**src/rtl/lq_dispatch_alloc_if.sv**
```systemverilog
// Dispatch <-> load-queue allocation handshake.
// The master modport is the dispatch stage. The slave modport is the LQ allocator.
interface lq_dispatch_alloc_if #(
   parameter int WIDTH   = 3,
   parameter int LQ_SIZE = 8,
   parameter int IDX_W   = $clog2(LQ_SIZE),
   parameter int RET_W   = $clog2(WIDTH + 1),
   parameter int CNT_W   = $clog2(LQ_SIZE + 1)
);
   logic [WIDTH-1:0]       valid;
   logic [WIDTH-1:0]       is_load;
   logic [WIDTH-1:0]       lq_avail;
   logic [WIDTH*IDX_W-1:0] lq_idx;
   logic [RET_W-1:0]       retire_cnt;
   logic                   squash;
   logic [IDX_W-1:0]       head_idx;
   logic [CNT_W-1:0]       lq_count;
   logic                   lq_full;
   logic                   lq_empty;

   modport master (
      output valid, is_load, retire_cnt, squash,
      input  lq_avail, lq_idx, head_idx, lq_count, lq_full, lq_empty
   );

   modport slave (
      input  valid, is_load, retire_cnt, squash,
      output lq_avail, lq_idx, head_idx, lq_count, lq_full, lq_empty
   );
endinterface

```
**src/rtl/lq_dispatch_alloc.sv**
```systemverilog
// Load-queue allocator. It owns the head and tail pointers of the load queue.
// Each pointer carries one extra wrap bit. When the low bits match, the wrap bit
// tells a full queue apart from an empty one.
// The availability and index outputs depend only on registered state and is_load.
// They never depend on valid, so the dispatch stage cannot form a combinational
// loop through this block.
module lq_dispatch_alloc #(
   parameter int WIDTH   = 3,
   parameter int LQ_SIZE = 8
) (
   input  logic                clock,
   input  logic                reset,
   lq_dispatch_alloc_if.slave  dis
);
   localparam int IDX_W = $clog2(LQ_SIZE);
   localparam int PTR_W = IDX_W + 1;
   localparam int CNT_W = $clog2(LQ_SIZE + 1);

   logic [PTR_W-1:0]       head_q, head_d;
   logic [PTR_W-1:0]       tail_q, tail_d;
   logic [PTR_W-1:0]       count;
   logic [PTR_W-1:0]       free;
   logic [PTR_W-1:0]       head_next;
   logic [PTR_W-1:0]       alloc_cnt;
   logic [WIDTH-1:0]       avail;
   logic [WIDTH*IDX_W-1:0] idx;

   assign count = tail_q - head_q;
   // A retire in the current cycle does not enlarge free. The space it releases
   // is seen on the next cycle.
   assign free  = PTR_W'(LQ_SIZE) - count;

   // Per-slot index and availability (prefix count of loads), plus the allocation count.
   always_comb begin
      logic [PTR_W-1:0] pre;
      // NOTE: every variable gets a default before the loop so no path leaves it unassigned (no latch).
      pre       = '0;
      avail     = '0;
      idx       = '0;
      alloc_cnt = '0;
      for (int i = 0; i < WIDTH; i++) begin
         idx[i*IDX_W +: IDX_W] = IDX_W'(tail_q + pre);
         avail[i] = !dis.is_load[i] || ((pre + PTR_W'(1)) <= free);
         if (dis.valid[i] && dis.is_load[i] && avail[i])
            alloc_cnt = alloc_cnt + PTR_W'(1);
         if (dis.is_load[i])
            pre = pre + PTR_W'(1);
      end
   end

   // Next pointers. Retire always advances head. Squash pulls tail back to the new head.
   always_comb begin
      head_next = head_q + PTR_W'(dis.retire_cnt);
      head_d    = head_next;
      tail_d    = dis.squash ? head_next : (tail_q + alloc_cnt);
   end

   // Pointer registers. Reset empties the queue immediately.
   always_ff @(posedge clock or posedge reset) begin
      if (reset) begin
         head_q <= '0;
         tail_q <= '0;
      end else begin
         // NOTE: non-blocking so every flop samples the pre-edge values of head_q/tail_q.
         head_q <= head_d;
         tail_q <= tail_d;
      end
   end

   assign dis.lq_avail = avail;
   assign dis.lq_idx   = idx;
   assign dis.head_idx = head_q[IDX_W-1:0];
   assign dis.lq_count = CNT_W'(count);
   assign dis.lq_empty = (tail_q == head_q);
   assign dis.lq_full  = (tail_q[IDX_W-1:0] == head_q[IDX_W-1:0]) &&
                         (tail_q[IDX_W] != head_q[IDX_W]);

   // Protocol checks on the dispatch side.
   a_valid_prefix: assert property (@(posedge clock) disable iff (reset)
      (dis.valid & (dis.valid + WIDTH'(1))) == '0);
   a_no_overflow: assert property (@(posedge clock) disable iff (reset)
      (dis.valid & dis.is_load & ~avail) == '0);
   a_retire_le_count: assert property (@(posedge clock) disable iff (reset)
      PTR_W'(dis.retire_cnt) <= count);
endmodule

```
**src/flat_wrapper.sv**
```systemverilog
// flat-port wrapper written by rule: the top's interface ports become plain ports
module lq_dispatch_alloc_flat 
#(
   parameter int WIDTH   = 3,
   parameter int LQ_SIZE = 8
)
  (clock, reset, dis_valid, dis_is_load, dis_retire_cnt, dis_squash, dis_lq_avail, dis_lq_idx, dis_head_idx, dis_lq_count, dis_lq_full, dis_lq_empty);
  lq_dispatch_alloc_if #(.WIDTH(WIDTH), .LQ_SIZE(LQ_SIZE)) dis_i ();
  input  logic clock;
  input  logic reset;
  input wire logic [$bits(dis_i.valid)-1:0] dis_valid;
  input wire logic [$bits(dis_i.is_load)-1:0] dis_is_load;
  input wire logic [$bits(dis_i.retire_cnt)-1:0] dis_retire_cnt;
  input wire logic [$bits(dis_i.squash)-1:0] dis_squash;
  output wire logic [$bits(dis_i.lq_avail)-1:0] dis_lq_avail;
  output wire logic [$bits(dis_i.lq_idx)-1:0] dis_lq_idx;
  output wire logic [$bits(dis_i.head_idx)-1:0] dis_head_idx;
  output wire logic [$bits(dis_i.lq_count)-1:0] dis_lq_count;
  output wire logic [$bits(dis_i.lq_full)-1:0] dis_lq_full;
  output wire logic [$bits(dis_i.lq_empty)-1:0] dis_lq_empty;
  assign dis_i.valid = dis_valid;
  assign dis_i.is_load = dis_is_load;
  assign dis_i.retire_cnt = dis_retire_cnt;
  assign dis_i.squash = dis_squash;
  assign dis_lq_avail = dis_i.lq_avail;
  assign dis_lq_idx = dis_i.lq_idx;
  assign dis_head_idx = dis_i.head_idx;
  assign dis_lq_count = dis_i.lq_count;
  assign dis_lq_full = dis_i.lq_full;
  assign dis_lq_empty = dis_i.lq_empty;
  lq_dispatch_alloc #(.WIDTH(WIDTH), .LQ_SIZE(LQ_SIZE)) u_core (.clock(clock), .reset(reset), .dis(dis_i));
endmodule
```
**config.mk**
```make
export PLATFORM = sky130hd
export DESIGN_NAME = lq_dispatch_alloc_flat
export DESIGN_NICKNAME = d
export VERILOG_FILES = /design/src/rtl/lq_dispatch_alloc_if.sv /design/src/rtl/lq_dispatch_alloc.sv /design/src/flat_wrapper.sv
export SDC_FILE = /design/constraint.sdc
export NUM_CORES = 1
export LEC_CHECK = 0
export ABC_CLOCK_PERIOD_IN_PS = 4380
export CORE_MARGIN = 2
export CORE_UTILIZATION = 25
export DETAILED_ROUTE_END_ITERATION = 6
export GPL_TIMING_DRIVEN = 0
export SETUP_SLACK_MARGIN = 0.1
export SYNTH_ARGS = -nofsm -noshare
export SYNTH_HDL_FRONTEND = slang
export SYNTH_SLANG_ARGS = --single-unit
```
**constraint.sdc**
```tcl
create_clock -name clock -period 4.38 [get_ports clock]
set_input_delay 1.095 -clock clock [delete_from_list [all_inputs] [get_ports clock]]
set_output_delay 1.095 -clock clock [all_outputs]
set_load 0.01 [all_outputs]
```
* After elaboration in Yosys (flattened, before gate mapping) *
Index checks and enable logic that the tools add are counted.

storage, ports and cells
  logic and storage cells = 37
  bits in registers = 8
  input bits = 11
  output and inout bits = 21

cells by class
  add/sub/neg operators = 10
  eq/ne operators = 3
  multiplexer cells = 6
  $lt $le $gt $ge = 3
  reductions and logical operators = 13

operators with widths
  kind                                                                             count
  4-bit two-way mux                                                                3
  4-bit less-or-equal comparator                                                   2
  1-bit logical AND                                                                7
  1-bit by 1-bit adder with 2-bit output, second input constant                    2
  4-bit by 1-bit adder with 4-bit output, second input constant                    1
  4-bit by 2-bit adder with 4-bit output                                           1
  4-bit adder                                                                      1
  4-bit == test                                                                    1
  1-bit by 4-bit less-or-equal comparator with 1-bit output, first input constant  1
  4-bit subtractor                                                                 1
  4-bit subtractor, first input constant                                           1
  2-bit by 1-bit adder with 3-bit output, second input constant                    1
  3-bit by 1-bit adder with 3-bit output                                           1
  3-bit adder                                                                      1
  3-bit == test                                                                    1
  1-bit zero test                                                                  3
  1-bit logical OR                                                                 3
  1-bit two-way mux                                                                2
  2-bit two-way mux                                                                1
  1-bit inequality test                                                            1

* Longest topological paths before layout *
Gate-level depths: netlist of the first run.

  word-level depth = 12
  gate-level depth with buffers = 19
  depth with buffers taken out = 19

* Worst setup path after synthesis of the first run *
No wires, ideal clock.

  path type = register -> register
  from = reg u_core.tail_q[0]
  to = reg u_core.tail_q[3]
  path slack = 573 ps
  path buffers = 0
  data arrival time = 3681 ps
  cell stages (with the launch flop) = 20
  setup time = 126 ps
  period minus slack after synthesis = 3807 ps
  data required time = 4254 ps
  cell sequence = dfrtp_1 > inv_1 > ha_1 > inv_1 > fa_1 > inv_1 > ha_1 > inv_1 > ha_1 > nor2b_1 > o2111ai_1 > and3_1 > ha_1 > inv_1 > mux2i_1 > ha_1 > a21o_1 > a21oi_1 > xor2_1 > o21ai_0

on the way
  elaborated cells between the ends (all ways) = 18
  classes of those cells = 5 x add/sub; 3 x order compare; 4 x mux; 6 x reduce/logical

RTL lines
  element                                 RTL line                 source
  start: declaration                      lq_dispatch_alloc.sv:20  logic [PTR_W-1:0] tail_q, tail_d;
  start signal: assignment                lq_dispatch_alloc.sv:66  tail_q <= tail_d;
  4-bit subtractor (*)                    lq_dispatch_alloc.sv:28  assign count = tail_q - head_q;
  via dis_lq_count[1]                     flat_wrapper.sv:18       output wire logic [$bits(dis_i.lq_count)-1:0] dis_lq_count;
  4-bit subtractor (*)                    lq_dispatch_alloc.sv:31  assign free = PTR_W'(LQ_SIZE) - count;
  4-bit less-or-equal comparator (*)      lq_dispatch_alloc.sv:43  avail[i] = !dis.is_load[i] || ((pre + PTR_W'(1)) <= free);
  1-bit logical OR (*)                    lq_dispatch_alloc.sv:43
  via dis_lq_avail[1]                     flat_wrapper.sv:15       output wire logic [$bits(dis_i.lq_avail)-1:0] dis_lq_avail;
  1-bit logical AND (*)                   lq_dispatch_alloc.sv:44  if (dis.valid[i] && dis.is_load[i] && avail[i])
  4-bit two-way mux (*)                   lq_dispatch_alloc.sv:44
  4-bit by 1-bit adder with 4-bit output  lq_dispatch_alloc.sv:45  alloc_cnt = alloc_cnt + PTR_W'(1);
  4-bit two-way mux (*)                   lq_dispatch_alloc.sv:44
  4-bit adder (*)                         lq_dispatch_alloc.sv:55  tail_d = dis.squash ? head_next : (tail_q + alloc_cnt);
  4-bit two-way mux (*)                   lq_dispatch_alloc.sv:55
  via u_core.tail_d[3]                    lq_dispatch_alloc.sv:20

The timed path passes the listed nets; every way through them passes the cells marked *.

* Worst setup path after layout of the first run *
  from = in dis_is_load[0]
  to = out dis_lq_idx[7]

on the way
  word-level cells in the longest chain between the ends = 4

RTL lines
  element                                 RTL line                 source
  start: declaration                      flat_wrapper.sv:12       input wire logic [$bits(dis_i.is_load)-1:0] dis_is_load;
  1-bit two-way mux (*)                   lq_dispatch_alloc.sv:46  if (dis.is_load[i])
  1-bit by 1-bit adder with 2-bit output  lq_dispatch_alloc.sv:47  pre = pre + PTR_W'(1);
  2-bit two-way mux (*)                   lq_dispatch_alloc.sv:46
  3-bit adder (*)                         lq_dispatch_alloc.sv:42  idx[i*IDX_W +: IDX_W] = IDX_W'(tail_q + pre);
  end: declaration                        flat_wrapper.sv:16       output wire logic [$bits(dis_i.lq_idx)-1:0] dis_lq_idx;

Every way passes the cells marked *; elsewhere a longest branch is shown, timed or not.

==> results.sh, run 1 <==
export IMPL_dp_hpwl_mm=1.89
export IMPL_synth_seq_cells=8
export IMPL_io_pins=32
export IMPL_r2r_setup_slack_ns=0.44
export IMPL_cp_arrival_ns=3.09
export IMPL_overflow=0
export IMPL_row_count=23
export IMPL_grt_max_degree=9
export IMPL_die_area_um2=4550
export IMPL_hold_viol=0
export IMPL_ys_seq_area_frac=0.199
export IMPL_fin_nets=181
export IMPL_holdWs_ns=0.558
export IMPL_cts_sinks=8
export IMPL_crit_fanout=7
export IMPL_synth_cell_types=25
export IMPL_worstReg2RegEnd="u_core.tail_q[3]$_DFF_PP0_"
export IMPL_synth_fp_nets=145
export IMPL_synth_ff_type="dfrtp_1"
export IMPL_syn_inst=109
export IMPL_drt_iter0_drc=22
export IMPL_fillerInstances=408
export IMPL_status="finished, final reports clean"
export IMPL_r2r_cells=19
export IMPL_ctsHoldBuffers=0
export IMPL_multi_input_area_um2=687
export IMPL_regArea_um2=200
export IMPL_drive_gt1_frac=0.0909
export IMPL_setup_viol=0
export IMPL_gp_congestion=0.786
export IMPL_end_kind="primary output"
export IMPL_cp_start_kind="primary input"
export IMPL_clock_skew_ns=0.00405
export IMPL_synth_edf_count=0
export IMPL_drt_wirelength_per_cell_um=11.0
export IMPL_area_delta_synth_final_pct=41.0
export IMPL_clock_path_buffers=2
export IMPL_drv_cap=0
export IMPL_clock_latency_ns=0.23
export IMPL_via_count=787
export IMPL_postSynth_asyncResetShare=1.00
export IMPL_cts_setup_buffers=0
export IMPL_path_clk_slew_ns=0.04
export IMPL_h_tree_depth=1
export IMPL_groute_usage_overall=0.106
export IMPL_cts_root_buf="clkbuf_8"
export IMPL_slew_violations=0
export IMPL_synth_avg_cell_area_um2=9.24
export IMPL_ant_nets=0
export IMPL_cts_tree="done"
export IMPL_crit_type="in -> out"
export IMPL_maxClockFrequency_ghz=0.239
export IMPL_die_w_um=67.5
export IMPL_port_buffers=31
export IMPL_ys_warn_count=0
export IMPL_rr_startpoint="u_core.tail_q[0]$_DFF_PP0_"
export IMPL_antenna_found_initial=0
export IMPL_final_util=0.360
export IMPL_fp_coreArea_um2=3940
export IMPL_grt_pass1_wl_mm=3.68
export IMPL_post_route_period_util=0.956
export IMPL_antenna_cells=0
export IMPL_cts_inserted_buffers=3
export IMPL_crit_start="dis_is_load[0]"
export IMPL_firstDrtPassIters=4
export IMPL_synth_area_um2=1010
export IMPL_die_h_um=67.5
export IMPL_drcViolationCount=0
export IMPL_crit_required_ns=3.28
export IMPL_wl_mm=2.13
export IMPL_grt_pass1_vias=853
export IMPL_rsz0062_at_grt="true"
export IMPL_maxSlewHeadroom=0.776
export IMPL_worst_slew_pin_transition_ns=0.335
export IMPL_start_util=0.255
export IMPL_hp_class="reg -> reg"
export IMPL_vias_per_cell=4.08
export IMPL_crit_end="dis_lq_idx[7]"
export IMPL_period_needed_ns=4.19
per-layer routing:
metal  global-route usage  part of all wire  vias to the layer above
met3               0.0150             0.038                        0
met2                0.194              0.49                       19
met1                0.128              0.47                      351
met4               0.0306                 0                        0
li1                     -                 -                      417
met5                    0                 0                        -
worst max-delay path: stages:
cell and delay [ns]:
clkdlybuf4s15_1 0.32, inv_1 0.09, ha_1 0.35, ha_1 0.19, inv_1 0.06, fa_1 0.40
inv_1 0.07, clkdlybuf4s50_1 0.52
Yosys cell counts (2+ instances only):
master    n  share of area
a21o_1    3          0.022
a21oi_1   5          0.025
and3_1    2          0.012
buf_4     6          0.045
dfrtp_1   8           0.20
fa_1      4          0.080
ha_1     21           0.26
inv_1    20          0.075
nand2_1   6          0.022
nand3_1   4          0.020
nor2_1    4          0.015
nor2b_1   3          0.019
o21ai_0   3          0.015
xnor2_1   4          0.035
xor2_1    6          0.052
cells by family (layout without fill, tap and decap cells):
kind of cell,count (synthesis),after routing,share of synthesized area
XOR/XNOR,12,12,0.125
adder cells (fa/ha/maj),25,25,0.340
AND/OR/NAND/NOR,23,23,0.112
flip-flops,8,8,0.199
buffers and inverters,26,60,0.119
multiplexers,2,2,0.0211
AO/OA/AOI/OAI,13,13,0.0832
stage by stage:
| stage | setup TNS [ns] | cell area (µm²) | worst slack [ns] | std cells |
|---|---|---|---|---|
| 2_1_floorplan | 0 | 1010 | 0.573 | 109 |
| 4_1_cts | 0 | 1420 | 0.128 | 193 |
| 3_3_place_gp | -0.452 | 1380 | -0.214 | 190 |
| 6_report | 0 | 1420 | 0.191 | 193 |
| 3_5_place_dp | -0.489 | 1380 | -0.198 | 190 |
| 5_1_grt | 0 | 1420 | 0.0507 | 193 |
repair_timing:
| item | 4_1_cts | 5_1_grt |
|---|---|---|
| resized for setup | 4 | 2 |
| setup endpoints to repair | 3 | 4 |
| pin swaps | 0 | 0 |
cell usage in the layout (no fill, tap or decap), drive strengths merged, types with 2 or more instances in the layout:
cell type	synthesis	routed
and3	2	2
nor2b	3	3
dlygate4sd2	0	3
buf	6	6
nand3	4	4
xor2	7	7
nor2	4	4
a21o	3	3
dfrtp	8	8
o21ai	3	3
fa	4	4
inv	20	20
clkdlybuf4s50	0	26
nand2	6	6
clkbuf	0	3
a21oi	5	5
xnor2	4	4
ha	21	21
state kept, by name (all words and copies together) (netlist names):
signal         flops
u_core.tail_q      4
u_core.head_q      4
area by class of cell:
type	count	share of cell area
Multi-Input combinational cell	75	0.484
Timing Repair Buffer	31	0.218
Sequential cell	8	0.141
Inverter	20	0.0529
Tap cell	50	0.0441
Buffer	6	0.0317
Clock buffer	3	0.0291
worst min path at each step:
| stage | from | cells past startpoint | endpoint |
|---|---|---|---|
| after floorplan | u_core.head_q[2]$_DFF_PP0_ | 1 | u_core.head_q[2]$_DFF_PP0_ |
| after global placement | u_core.head_q[2]$_DFF_PP0_ | 1 | u_core.head_q[2]$_DFF_PP0_ |
| after detailed placement | u_core.head_q[3]$_DFF_PP0_ | 1 | u_core.head_q[3]$_DFF_PP0_ |
| after CTS | u_core.head_q[3]$_DFF_PP0_ | 1 | u_core.head_q[3]$_DFF_PP0_ |
| after global routing | u_core.head_q[3]$_DFF_PP0_ | 1 | u_core.head_q[3]$_DFF_PP0_ |
| final | u_core.head_q[3]$_DFF_PP0_ | 1 | u_core.head_q[3]$_DFF_PP0_ |
Power of run 1 is not shown: default switching activity piles up to over one toggle a cycle in this logic, so the estimate is an artifact.
==> run 2, diff against run 1 <==
- DONT_BUFFER_PORTS: not set -> 1
- PLACE_DENSITY: not set -> 0.39
==> run 2 against run 1 <==
Highest routed layer unchanged; critical endpoint is now u_core.tail_q[2]$_DFF_PP0_; clock-buffer cell count unchanged; via count decreased by 13%; cell area decreased by 21%; flip-flop and latch count unchanged.
==> results.sh, run 2 (synthesis results as in run 1) <==
export IMPL_drt_iter0_drc=11
export IMPL_groute_usage_overall=0.0950
export IMPL_overflow=0
export IMPL_regArea_um2=201
export IMPL_hold_viol=0
export IMPL_grt_busiest_layer="met2"
export IMPL_row_count=23
export IMPL_final_common_cell="ha_1"
export IMPL_status="finished, final reports clean"
export IMPL_via_count=685
export IMPL_grt_pass1_wl_mm=3.27
export IMPL_cp_cell_sequence="inv_1, ha_1, inv_1, fa_2, inv_1, ha_1, inv_1, ha_1, nor2b_1, o2111ai_2, and3_1, ha_1, xnor2_1, ha_1, fa_1, xnor2_1, o21ai_0"
export IMPL_clock_skew_ns=0.00270
export IMPL_h_tree_depth=1
export IMPL_drv_cap=0
export IMPL_area_delta_synth_final_pct=11.3
export IMPL_antenna_cells=0
export IMPL_fillerInstances=420
export IMPL_grt_use_met2=0.157
export IMPL_crit_type="reg -> reg"
export IMPL_cts_setup_buffers=0
export IMPL_gp_congestion=0.694
export IMPL_antenna_found_initial=0
export IMPL_grt_pass1_vias=714
export IMPL_cp_arrival_ns=4.10
export IMPL_path_clk_slew_ns=0.04
export IMPL_die_h_um=67.5
export IMPL_ctsHoldBuffers=0
export IMPL_period_needed_ns=4.00
export IMPL_clock_latency_ns=0.22
export IMPL_firstDrtPassIters=2
export IMPL_crit_top_cell="ha_1"
export IMPL_cts_tree="done"
export IMPL_maxSlewHeadroom=0.701
export IMPL_setup_viol=0
export IMPL_vias_per_cell=4.23
export IMPL_largest_registers="u_core.head_q x4, u_core.tail_q x4"
export IMPL_final_util=0.284
export IMPL_start_util=0.255
export IMPL_slowest_delay_ns=0.58
export IMPL_postCtsResizedCells=0
export IMPL_final_cell_mix="ha_1, inv_1, dfrtp_1"
export IMPL_rsz0062_at_grt="false"
export IMPL_port_buffers=0
export IMPL_drcViolationCount=0
export IMPL_fp_coreArea_um2=3940
export IMPL_slew_violations=0
export IMPL_fin_nets=150
export IMPL_setup_tns_ns=0
export IMPL_ant_nets=0
export IMPL_grt_max_degree=9
export IMPL_drive_gt1_frac=0.143
export IMPL_io_pins=32
export IMPL_post_route_period_util=0.914
export IMPL_drt_wirelength_per_cell_um=12.5
export IMPL_hp_class="reg -> reg"
export IMPL_crit_required_ns=4.47
export IMPL_die_area_um2=4550
export IMPL_cts_root_buf="clkbuf_8"
export IMPL_wl_mm=2.03
export IMPL_cp_start_kind="flip-flop"
export IMPL_worst_slew_pin_transition_ns=0.447
export IMPL_multi_input_area_um2=696
export IMPL_die_w_um=67.5
export IMPL_end_kind="flip-flop"
export IMPL_use_met1=0.125
export IMPL_clock_path_buffers=2
export IMPL_cts_inserted_buffers=3
export IMPL_crit_fanout=5
export IMPL_slowest_stage="fa_2"
export IMPL_use_met3=0.0267
export IMPL_maxClockFrequency_ghz=0.250
export IMPL_final_setup_worst_slack_ns=0.375
export IMPL_dp_hpwl_mm=1.81
export IMPL_cts_sinks=8
export IMPL_pre_cts_slack_ns=0.151
run 2: cell count changes in the layout (fill, tap and decap cells not counted), sizes merged:
cell / change
dlymetal6s2s: -1
dlygate4sd2: -3
clkdlybuf4s15: -1
clkdlybuf4s50: -26
run 2: metrics by stage:
stage | cells | instance area, µm² | hold slack [ns]
global placement | 159 | 1070 | 0.538
detailed placement | 159 | 1070 | 0.544
floorplan | 109 | 1010 | 0.487
global route | 162 | 1120 | 0.574
finish | 162 | 1120 | 0.548
CTS | 162 | 1110 | 0.554
run 2: routing by layer:
metal  vias to the layer above  wire [µm]
met5                         -          0
met1                       315        920
met3                         0        111
met2                        15       1000
met4                         0          0
li1                        355          -
run 2: worst paths after layout:
path | from | to | slack [ns] | cells past startpoint
worst max-delay path | u_core.tail_q[0]$_DFF_PP0_ | u_core.tail_q[2]$_DFF_PP0_ | 0.38 | 17
worst min register to register | u_core.head_q[3]$_DFF_PP0_ | u_core.head_q[3]$_DFF_PP0_ | 0.55 | 1
min in group asynchronous | reset | u_core.tail_q[1]$_DFF_PP0_ | 0.70 | 1
worst min-delay path | u_core.head_q[3]$_DFF_PP0_ | u_core.head_q[3]$_DFF_PP0_ | 0.55 | 1
worst max register to register | u_core.tail_q[0]$_DFF_PP0_ | u_core.tail_q[2]$_DFF_PP0_ | 0.38 | 17
max in group asynchronous | reset | u_core.tail_q[0]$_DFF_PP0_ | 3.43 | 1
run 2: layout make-up:
cell class	count	share of cell area
clock buffer	3	0.0368
multi-input combinational	75	0.621
sequential	8	0.180
buffer	6	0.0402
inverter	20	0.0670
tap	50	0.0558
run 2: critical path: cells and delay by family, from the launching register on:
kind                       cells  cell delay (ns)
adders and majority gates      7             2.15
DFF                            1             0.44
and+or+nand+nor                2             0.43
xor gates and xnor gates       2             0.32
AOI/OAI and AO/OA              2             0.30
buffers and inverters          4             0.26
Power of run 2 is left out for the same reason.
==> run 3, diff against run 2 <==
- ABC_CLOCK_PERIOD_IN_PS: 4380 -> not set
==> results of run 3 <==
Final layout, timing and power as in run 2 (identical DEF).
Power of run 3 is left out for the same reason.
